$ cat src/rtl/dmem_lsu_if.sv
// rtl/dmem_lsu_if.sv - MEM-stage request/response and dmemory port bundle for dmem_lsu
interface dmem_lsu_if;
  logic        req_valid;
  logic        req_ready;
  logic [31:0] req_addr;
  logic        req_we;
  logic [2:0]  req_funct3;
  logic [31:0] req_wdata;
  logic        resp_valid;
  logic        resp_ready;
  logic [31:0] resp_rdata;
  logic [1:0]  resp_fault;
  logic [31:0] mem_address;
  logic        mem_read_write;
  logic [1:0]  mem_access_size;
  logic [31:0] mem_data_in;
  logic [31:0] mem_data_out;

  modport master (
    input  req_valid, req_addr, req_we, req_funct3, req_wdata, resp_ready, mem_data_out,
    output req_ready, resp_valid, resp_rdata, resp_fault,
           mem_address, mem_read_write, mem_access_size, mem_data_in
  );

  modport slave (
    output req_valid, req_addr, req_we, req_funct3, req_wdata, resp_ready, mem_data_out,
    input  req_ready, resp_valid, resp_rdata, resp_fault,
           mem_address, mem_read_write, mem_access_size, mem_data_in
  );
endinterface

$ cat src/rtl/dmem_lsu.sv
// rtl/dmem_lsu.sv - load/store unit: decodes and checks one MEM-stage access, drives dmemory,
// returns extended load data or a fault code
module dmem_lsu #(
  parameter logic [31:0] BASE_ADDR = 32'h0100_0000,
  parameter logic [31:0] MEM_BYTES = 32'h0010_0000,
  parameter int unsigned MEM_LAT   = 1
) (
  input  logic       clk,
  input  logic       rst_n,
  dmem_lsu_if.master bus
);
  typedef enum logic [1:0] {IDLE, ACCESS, RESP} state_t;

  state_t      state, state_nx;

  logic        we_q;
  logic [2:0]  f3_q;
  logic [3:0]  lat_cnt;
  logic [31:0] rdata_q;
  logic [1:0]  fault_q;
  logic [31:0] addr_q;
  logic [1:0]  size_q;
  logic [31:0] din_q;

  logic [1:0]  dec_size;
  logic        dec_legal;
  logic        dec_misal;
  logic        dec_oor;
  logic [32:0] dec_first;
  logic [32:0] dec_last;
  logic [32:0] mem_end;
  logic [1:0]  dec_fault;
  logic [31:0] dec_din;
  logic [31:0] load_ext;

  // Range check is done in 33 bits so a request near 0xFFFF_FFFF cannot wrap into range.
  always_comb begin
    dec_size  = bus.req_funct3[1:0];
    dec_legal = 1'b0;
    dec_fault = 2'b00;
    dec_din   = bus.req_wdata;
    case (bus.req_funct3)
      3'b000, 3'b001, 3'b010: dec_legal = 1'b1;
      3'b100, 3'b101:         dec_legal = ~bus.req_we;
      default:                dec_legal = 1'b0;
    endcase
    dec_misal = ((dec_size == 2'd1) && bus.req_addr[0]) ||
                ((dec_size == 2'd2) && (bus.req_addr[1:0] != 2'b00));
    dec_first = {1'b0, bus.req_addr};
    dec_last  = dec_first + (33'd1 << dec_size) - 33'd1;
    mem_end   = {1'b0, BASE_ADDR} + {1'b0, MEM_BYTES};
    dec_oor   = (dec_first < {1'b0, BASE_ADDR}) || (dec_last >= mem_end);
    if (!dec_legal)     dec_fault = 2'b01;
    else if (dec_misal) dec_fault = 2'b10;
    else if (dec_oor)   dec_fault = 2'b11;
    case (dec_size)
      2'd0:    dec_din = {24'b0, bus.req_wdata[7:0]};
      2'd1:    dec_din = {16'b0, bus.req_wdata[15:0]};
      default: dec_din = bus.req_wdata;
    endcase
  end

  always_comb begin
    load_ext = bus.mem_data_out;
    case (f3_q)
      3'b000:  load_ext = {{24{bus.mem_data_out[7]}}, bus.mem_data_out[7:0]};
      3'b001:  load_ext = {{16{bus.mem_data_out[15]}}, bus.mem_data_out[15:0]};
      3'b100:  load_ext = {24'b0, bus.mem_data_out[7:0]};
      3'b101:  load_ext = {16'b0, bus.mem_data_out[15:0]};
      default: load_ext = bus.mem_data_out;
    endcase
  end

  always_ff @(posedge clk or negedge rst_n) begin
    if (!rst_n) state <= IDLE;
    else        state <= state_nx;
  end

  always_comb begin
    state_nx = state;
    case (state)
      IDLE:    if (bus.req_valid) state_nx = (dec_fault != 2'b00) ? RESP : ACCESS;
      ACCESS:  if (we_q || (lat_cnt == 4'd1)) state_nx = RESP;
      RESP:    if (bus.resp_ready) state_nx = IDLE;
      default: state_nx = IDLE;
    endcase
  end

  // A faulting request only updates the response registers; mem_* keep their last values.
  always_ff @(posedge clk or negedge rst_n) begin
    if (!rst_n) begin
      we_q    <= 1'b0;
      f3_q    <= 3'b000;
      lat_cnt <= 4'd0;
      rdata_q <= 32'd0;
      fault_q <= 2'b00;
      addr_q  <= BASE_ADDR;
      size_q  <= 2'd2;
      din_q   <= 32'd0;
    end else begin
      case (state)
        IDLE: begin
          if (bus.req_valid) begin
            we_q    <= bus.req_we;
            f3_q    <= bus.req_funct3;
            lat_cnt <= 4'(MEM_LAT);
            rdata_q <= 32'd0;
            fault_q <= dec_fault;
            if (dec_fault == 2'b00) begin
              addr_q <= bus.req_addr;
              size_q <= dec_size;
              din_q  <= dec_din;
            end
          end
        end
        ACCESS: begin
          if (!we_q) begin
            lat_cnt <= lat_cnt - 4'd1;
            if (lat_cnt == 4'd1) rdata_q <= load_ext;
          end
        end
        default: ;
      endcase
    end
  end

  assign bus.req_ready       = (state == IDLE);
  assign bus.resp_valid      = (state == RESP);
  assign bus.resp_rdata      = rdata_q;
  assign bus.resp_fault      = fault_q;
  assign bus.mem_address     = addr_q;
  assign bus.mem_read_write  = (state == ACCESS) && we_q;
  assign bus.mem_access_size = size_q;
  assign bus.mem_data_in     = din_q;
endmodule
$ cat src/flat_wrapper.sv
// flat-port wrapper written by rule: the top's interface ports become plain ports
module dmem_lsu_flat 
#(
  parameter logic [31:0] BASE_ADDR = 32'h0100_0000,
  parameter logic [31:0] MEM_BYTES = 32'h0010_0000,
  parameter int unsigned MEM_LAT   = 1
)
  (clk, rst_n, bus_req_valid, bus_req_addr, bus_req_we, bus_req_funct3, bus_req_wdata, bus_resp_ready, bus_mem_data_out, bus_req_ready, bus_resp_valid, bus_resp_rdata, bus_resp_fault, bus_mem_address, bus_mem_read_write, bus_mem_access_size, bus_mem_data_in);
  dmem_lsu_if bus_i ();
  input  logic clk;
  input  logic rst_n;
  input wire logic [$bits(bus_i.req_valid)-1:0] bus_req_valid;
  input wire logic [$bits(bus_i.req_addr)-1:0] bus_req_addr;
  input wire logic [$bits(bus_i.req_we)-1:0] bus_req_we;
  input wire logic [$bits(bus_i.req_funct3)-1:0] bus_req_funct3;
  input wire logic [$bits(bus_i.req_wdata)-1:0] bus_req_wdata;
  input wire logic [$bits(bus_i.resp_ready)-1:0] bus_resp_ready;
  input wire logic [$bits(bus_i.mem_data_out)-1:0] bus_mem_data_out;
  output wire logic [$bits(bus_i.req_ready)-1:0] bus_req_ready;
  output wire logic [$bits(bus_i.resp_valid)-1:0] bus_resp_valid;
  output wire logic [$bits(bus_i.resp_rdata)-1:0] bus_resp_rdata;
  output wire logic [$bits(bus_i.resp_fault)-1:0] bus_resp_fault;
  output wire logic [$bits(bus_i.mem_address)-1:0] bus_mem_address;
  output wire logic [$bits(bus_i.mem_read_write)-1:0] bus_mem_read_write;
  output wire logic [$bits(bus_i.mem_access_size)-1:0] bus_mem_access_size;
  output wire logic [$bits(bus_i.mem_data_in)-1:0] bus_mem_data_in;
  assign bus_i.req_valid = bus_req_valid;
  assign bus_i.req_addr = bus_req_addr;
  assign bus_i.req_we = bus_req_we;
  assign bus_i.req_funct3 = bus_req_funct3;
  assign bus_i.req_wdata = bus_req_wdata;
  assign bus_i.resp_ready = bus_resp_ready;
  assign bus_i.mem_data_out = bus_mem_data_out;
  assign bus_req_ready = bus_i.req_ready;
  assign bus_resp_valid = bus_i.resp_valid;
  assign bus_resp_rdata = bus_i.resp_rdata;
  assign bus_resp_fault = bus_i.resp_fault;
  assign bus_mem_address = bus_i.mem_address;
  assign bus_mem_read_write = bus_i.mem_read_write;
  assign bus_mem_access_size = bus_i.mem_access_size;
  assign bus_mem_data_in = bus_i.mem_data_in;
  dmem_lsu #(.BASE_ADDR(BASE_ADDR), .MEM_BYTES(MEM_BYTES), .MEM_LAT(MEM_LAT)) u_core (.clk(clk), .rst_n(rst_n), .bus(bus_i));
endmodule
$ cat config.mk
export PLATFORM = sky130hd
export DESIGN_NAME = dmem_lsu_flat
export DESIGN_NICKNAME = d
export VERILOG_FILES = /design/src/rtl/dmem_lsu_if.sv /design/src/rtl/dmem_lsu.sv /design/src/flat_wrapper.sv
export SDC_FILE = /design/constraint.sdc
export NUM_CORES = 1
export LEC_CHECK = 0
export ABC_AREA = 1
export BUFFER_PORTS_ARGS = -buffer_cell sky130_fd_sc_hd__buf_2
export CELL_PAD_IN_SITES_DETAIL_PLACEMENT = 1
export CELL_PAD_IN_SITES_GLOBAL_PLACEMENT = 1
export CORE_ASPECT_RATIO = 0.6
export CORE_UTILIZATION = 36
export CTS_CLUSTER_DIAMETER = 150
export DETAILED_ROUTE_END_ITERATION = 7
export PLACE_DENSITY = 0.81
export SLEW_MARGIN = 20
export SYNTH_ARGS = -nofsm -noshare
export SYNTH_HDL_FRONTEND = slang
export SYNTH_SLANG_ARGS = --single-unit
$ cat constraint.sdc
create_clock -name clk -period 2.65 [get_ports clk]
set_clock_uncertainty 0.15 [all_clocks]
set_input_delay 0 -clock clk [delete_from_list [all_inputs] [get_ports clk]]
set_output_delay 0 -clock clk [all_outputs]
set_load 0.02 [all_outputs]
* Word-level counts from Yosys, hierarchy flattened
Index checks and enable logic that the tools add are counted.
** Operators by class
- Shifts and indexed selects :: 1
- Equality and inequality tests :: 17
- Reductions and logical operators :: 21
- Add/subtract/negate cells :: 3
- Multiplexer cells :: 18
- Magnitude comparators :: 2
- Bitwise logic cells :: 1
** Operators with widths (count)
- $pmux W32 S2 :: 2
- $pmux W32 S4 :: 1
- $mux W32 :: 3
- $add A32 B33 Y33 :: 1
- $ge A33 B25 Y1 const B :: 1
- $shl A1 B2 Y33 const A :: 1
- $sub A33 B1 Y33 const B :: 1
- $lt A32 B25 Y1 const B :: 1
- $mux W2 :: 7
- $eq A3 B3 Y1 const B :: 4
- $reduce_and A3 Y1 :: 3
- $mux W4 :: 2
- $pmux W4 S2 :: 1
- $eq A3 B1 Y1 const B :: 2
- $logic_not A2 Y1 :: 3
- $logic_not A3 Y1 :: 2
- $ne A2 B2 Y1 const B :: 3
- $pmux W2 S3 :: 1
- $reduce_bool A2 Y1 :: 3
- $eq A2 B1 Y1 const B :: 2
- $eq A2 B2 Y1 const B :: 2
- $eq A4 B1 Y1 const B :: 1
- $ne A2 B1 Y1 const B :: 2
- $reduce_and A4 Y1 :: 1
- 9 further kinds :: 13
** Storage, ports and cells
- Bits of input ports :: 104
- Word-level logic and storage cells :: 72
- Bits in registers :: 110
- Output and inout bits :: 103

* Logic depth before layout (Yosys ltp)
- Depth after elaboration :: 12
- Gate-level depth with buffers :: 25
- Mapped depth without buffers :: 22

* Least setup slack after synthesis
OpenSTA, ideal clock, no wires.
- Path kind :: input-to-reg
- Start :: input port bus_req_funct3[0]
- End :: register u_core.size_q[0] (netlist: u_core.bus.mem_access_size[0])
- Setup time :: 117 ps
- Path slack :: -453 ps
- Arrival :: 2836 ps
- Data required time :: 2383 ps
- Stages on the path :: 25
- Buffers on the path :: 3
- Cells stage by stage :: clkbuf_1 -> nor2_1 -> inv_1 -> ha_1 -> inv_1 -> ha_1 -> inv_1 -> fa_1 -> o21ai_1 -> nand2_1 -> nand2_1 -> nand2_1 -> nand2_1 -> nand2_1 -> nand2_1 -> nand2_1 -> nand2_1 -> nand2_1 -> nor2_1 -> and2_1 -> nand4_2 -> buf_2 -> buf_6 -> nand2_1 -> nand2_1
** Between the ends
- Word-level cells in the longest chain between the ends :: 10
** RTL lines
- from (decl) :: RTL line flat_wrapper.sv:15 : input wire logic [$bits(bus_i.req_funct3)-1:0] bus_req_funct3;
- $shl A1 B2 Y33 :: RTL line dmem_lsu.sv:50 : dec_last = dec_first + (33'd1 << dec_size) - 33'd1;
- $add A32 B33 Y33 :: RTL line dmem_lsu.sv:50
- $sub A33 B1 Y33 :: RTL line dmem_lsu.sv:50
- $ge A33 B25 Y1 :: RTL line dmem_lsu.sv:52 : dec_oor = (dec_first < {1'b0, BASE_ADDR}) || (dec_last >= mem_end);
- $logic_or A1 B1 Y1 :: RTL line dmem_lsu.sv:52
- $mux W2 :: RTL line dmem_lsu.sv:55 : else if (dec_oor) dec_fault = 2'b11;
- $mux W2 :: RTL line dmem_lsu.sv:54 : else if (dec_misal) dec_fault = 2'b10;
- $mux W2 :: RTL line dmem_lsu.sv:53 : if (!dec_legal) dec_fault = 2'b01;
- $logic_not A2 Y1 :: RTL line dmem_lsu.sv:109 : if (dec_fault == 2'b00) begin
- $reduce_and A3 Y1 (no line)
- to (signal assigned) :: RTL line dmem_lsu.sv:111 : size_q <= dec_size;
- to (decl) :: RTL line dmem_lsu.sv:22 : logic [1:0] size_q;
Several ways; a longest one is shown, not always the timed one.
A chain may end at the register's enable or synchronous reset.

* Worst setup path in the final report
- Start :: input port bus_req_funct3[0]
- End :: register u_core.din_q[23] (netlist: u_core.bus.mem_data_in[23])
** Between the ends
- Word-level cells in the longest chain between the ends :: 10
** RTL lines
- $shl A1 B2 Y33 :: RTL line dmem_lsu.sv:50
- $add A32 B33 Y33 :: RTL line dmem_lsu.sv:50
- $sub A33 B1 Y33 :: RTL line dmem_lsu.sv:50
- $ge A33 B25 Y1 :: RTL line dmem_lsu.sv:52
- $logic_or A1 B1 Y1 :: RTL line dmem_lsu.sv:52
- $mux W2 :: RTL line dmem_lsu.sv:55
- $mux W2 :: RTL line dmem_lsu.sv:54
- $mux W2 :: RTL line dmem_lsu.sv:53
- $logic_not A2 Y1 :: RTL line dmem_lsu.sv:109
- $reduce_and A3 Y1 (no line)
- to (signal assigned) :: RTL line dmem_lsu.sv:112 : din_q <= dec_din;
- to (decl) :: RTL line dmem_lsu.sv:23 : logic [31:0] din_q;
Several ways; a longest one is shown, not always the timed one.

==> metrics <==
Final ANT Viol Nets=0; required time reported for the critical path endpoint=2.80 ns; combinational group share of total power=27.8%; Die Height=110 µm; number of global-route vias before repair=8647; die outline area=0.0201 mm²; final count of negative-setup-slack endpoints=66; clock share of power=32.7%; Post-Layout Cell Count=1670; Final Max Slew Viols=0; IO Port Bufs=206; floorplan core area=0.0190 mm²; # DRC=0; clock insertion delay at the later pin of the skew report=0.37 ns; number of H-tree levels=3; synthesized cell area=0.00701 mm²; leakage dissipation=6.33 nW; clock buffer depth=2; utilization of the core after routing=55.7%; overall global routing resource usage=29.2%; post-detailed-placement half-perimeter wirelength=19.1 mm; result of the run=finished, violations left; slew at the pin closest to its max-slew limit=0.818 ns; violated checks=negative setup slack; final hold violations=0; Synthesis Warnings=0; cell class contributing the biggest share of worst-path delay=simple AND/OR/NAND/NOR gates; number of synthesized flops with an enable pin=0; TritonCTS clock tree=yes; average routed wire per standard cell=18.0 µm; total clock buffers created by CTS=9; antenna violations before repair=1; GRT overflow=0; share of synthesized registers carrying an async set or reset=100%; slowest cell on the critical path=sky130_fd_sc_hd__fa_2; fraction of power consumed by sequential logic=39.5%; category of the worst setup path launch point=primary input; peak clock frequency supported by timing=354 MHz; internal power summed over all cells=2.97 mW; I/O Pins=207; total power per unit cell area=416 mW/mm²; Peak supply drop=0.406 mV; pin count of the biggest net entering global routing=51; sw power=1.44 mW; number of different library cells in the post-synthesis netlist=29; share of the cycle needed by the critical path after routing=107%; crit path time final=2.82 ns; largest fanout of any net on the critical path=5; number of placed instances, taps included=1533; dominant cell by count in the synthesized netlist=sky130_fd_sc_hd__nand2_1; worst min path class=primary input to flop; Seq cells post-synth=110; number of DRC markers in iteration 0=540; synthesized netlist net count=1191; kind of end point of the critical path=flop; RSZ-0062 raised after global routing=true; launch point of the worst reg-to-reg path=u_core.state[1]; share of cells above drive strength 1=26.7%; wirelength, routed=30.1 mm; Vias/cell=4.98; Hold Startpoint=bus_req_valid; vias after detailed routing=8318; initial standard-cell utilization of the core=36.9%; biggest area consumer among synthesized cells=sky130_fd_sc_hd__dfrtp_1; number of core rows=39; clock root buffer=sky130_fd_sc_hd__clkbuf_16; top post-synthesis cells by area=sky130_fd_sc_hd__dfrtp_1, sky130_fd_sc_hd__nand2_1, sky130_fd_sc_hd__inv_1; Layout Nets=1563; Pre-antenna DRT Iters=4; Net Sw Frac=32.7%; fraction of the yosys area taken by sequential cells=39.3%; headroom to the max-slew limit=45.3%; most common library cells after synthesis=sky130_fd_sc_hd__nand2_1, sky130_fd_sc_hd__inv_1, sky130_fd_sc_hd__dfrtp_1, sky130_fd_sc_hd__nor2_1, sky130_fd_sc_hd__o21ai_0; placer's final routability congestion estimate=0.904; Overall Power=4.41 mW; Arr. time, crit path=2.97 ns; reported max-cap violation count=0; number of instances in the synthesized netlist=1044; critical path buffer and inverter count=9; Max stage delay on crit path=0.36 ns; mean instance size in the synthesized netlist=6.72 µm²; signed area change from the synthesized netlist to the final layout=51.2%; Horiz. Die Dim=182 µm; area share of the leading cell type in the synthesized netlist=38.5%; reg-to-reg slack, setup=0.23 ns; predominant post-synthesis flop cell=sky130_fd_sc_hd__dfrtp_1; Worst-path clk slew=0.09 ns; first-pass GRT wire length=45.5 mm; sinks on the clock net=110; post-route setup slack=-0.174 ns; CP startpoint=bus_req_funct3[0]; Worst Setup Path Type=primary input to flop
[placed cells by master (no fill, tap or decap), types with 4 or more instances in the layout]
master,n
sky130_fd_sc_hd__nand2_1,387
sky130_fd_sc_hd__buf_2,203
sky130_fd_sc_hd__inv_1,159
sky130_fd_sc_hd__dfrtp_1,108
sky130_fd_sc_hd__dlygate4sd3_1,103
sky130_fd_sc_hd__nor2_1,73
sky130_fd_sc_hd__o21ai_0,72
sky130_fd_sc_hd__buf_4,63
sky130_fd_sc_hd__ha_1,39
sky130_fd_sc_hd__a21oi_1,36
sky130_fd_sc_hd__nand2_2,30
sky130_fd_sc_hd__nand3_1,28
sky130_fd_sc_hd__clkbuf_16,12
sky130_fd_sc_hd__nand2_4,11
sky130_fd_sc_hd__inv_2,10
sky130_fd_sc_hd__nand3_2,9
sky130_fd_sc_hd__nand4_1,7
sky130_fd_sc_hd__buf_6,7
sky130_fd_sc_hd__nor2_2,6
sky130_fd_sc_hd__nor3_1,6
sky130_fd_sc_hd__and2_1,5
sky130_fd_sc_hd__buf_12,5
sky130_fd_sc_hd__nor2_4,4
sky130_fd_sc_hd__o21bai_1,4
sky130_fd_sc_hd__nand3b_1,4
[per-stage QoR]
step	worst slack (ns)	TNS [ns]	area, µm²	hold slack [ns]
after floorplan	-0.0846	-2.79	7100	-0.446
after global placement	-0.340	-21.68	8780	-0.161
after detailed placement	-0.483	-29.29	8780	-0.160
after CTS	-0.0293	-0.133	10300	0.0325
after global routing	-0.347	-20.22	10600	0.0417
final	-0.174	-8.36	10600	0.0192
[state kept, by name, summed over array words and instances, names as in the netlist]
signal / count
u_core.bus.resp_fault: 2
u_core.bus.mem_address: 32
u_core.state: 2
u_core.bus.resp_rdata: 32
u_core.bus.mem_access_size: 2
u_core.f3_q: 3
u_core.lat_cnt: 4
u_core.bus.mem_data_in: 32
u_core.we_q: 1
[layout make-up]
type | instances | area, µm²
Timing Repair Buffer | 386 | 2820
Tap cell | 246 | 308
Clock buffer | 12 | 246
Antenna cell | 3 | 7.51
Inverter | 172 | 648
Sequential cell | 110 | 2760
Fill cell | 2459 | 8430
Multi-Input combinational cell | 737 | 3770
Clock inverter | 4 | 53.8
[power groups by stage]
stage	Combinational, mW	Sequential, mW	Clock, mW
after floorplan	0.523	1.79	0
after global placement	0.957	1.77	0
after detailed placement	0.989	1.77	0
after CTS	1.13	1.74	1.46
after global routing	1.34	1.74	1.54
final	1.22	1.74	1.44
[worst min-delay path: cells and delay by family]
| family | cells | cell delay [ns] |
|---|---|---|
| buffers and inverters | 3 | 0.22 |
| AO/OA/AOI/OAI | 3 | 0.28 |
[worst paths after layout]
| check | endpoint | depth (start not counted) |
|---|---|---|
| worst max-delay path | u_core.bus.mem_data_in[23] | 25 |
| min in group asynchronous | u_core.bus.mem_address[7] | 3 |
| worst min register to register | u_core.bus.mem_address[13] | 2 |
| worst max register to register | u_core.bus.resp_rdata[30] | 8 |
| max in group asynchronous | u_core.bus.mem_address[8] | 4 |
| worst min-delay path | u_core.state[1] | 6 |
[repair_timing]
item / in CTS / in global routing
setup endpoints to repair: 66 / 94
hold buffers: 103 / 0
gates cloned: 1 / 3
pin swaps: 10 / 36
resized for setup: 20 / 72
hold endpoints to repair: 209 / 0
buffers inserted: 9 / 5
[per-layer routing]
metal / global-route usage [%] / routed length [µm]
met1: 39.6 / 13900
met2: 46.0 / 13400
met3: 6.70 / 1980
met4: 9.90 / 799
met5: 0 / 0
[cells by family (layout without fill, tap and decap cells)]
logic type / count (synthesis) / in the layout / synth area share [%]
simple gates: 573 / 573 / 32.5
flops: 110 / 110 / 39.3
other cells: 0 / 3 / 0
compound gates: 120 / 120 / 8.81
xor+xnor: 1 / 1 / 0.125
buf+inv: 197 / 574 / 11.5
fa+ha+maj: 43 / 43 / 7.78
Power figures use the tool's default switching activity.
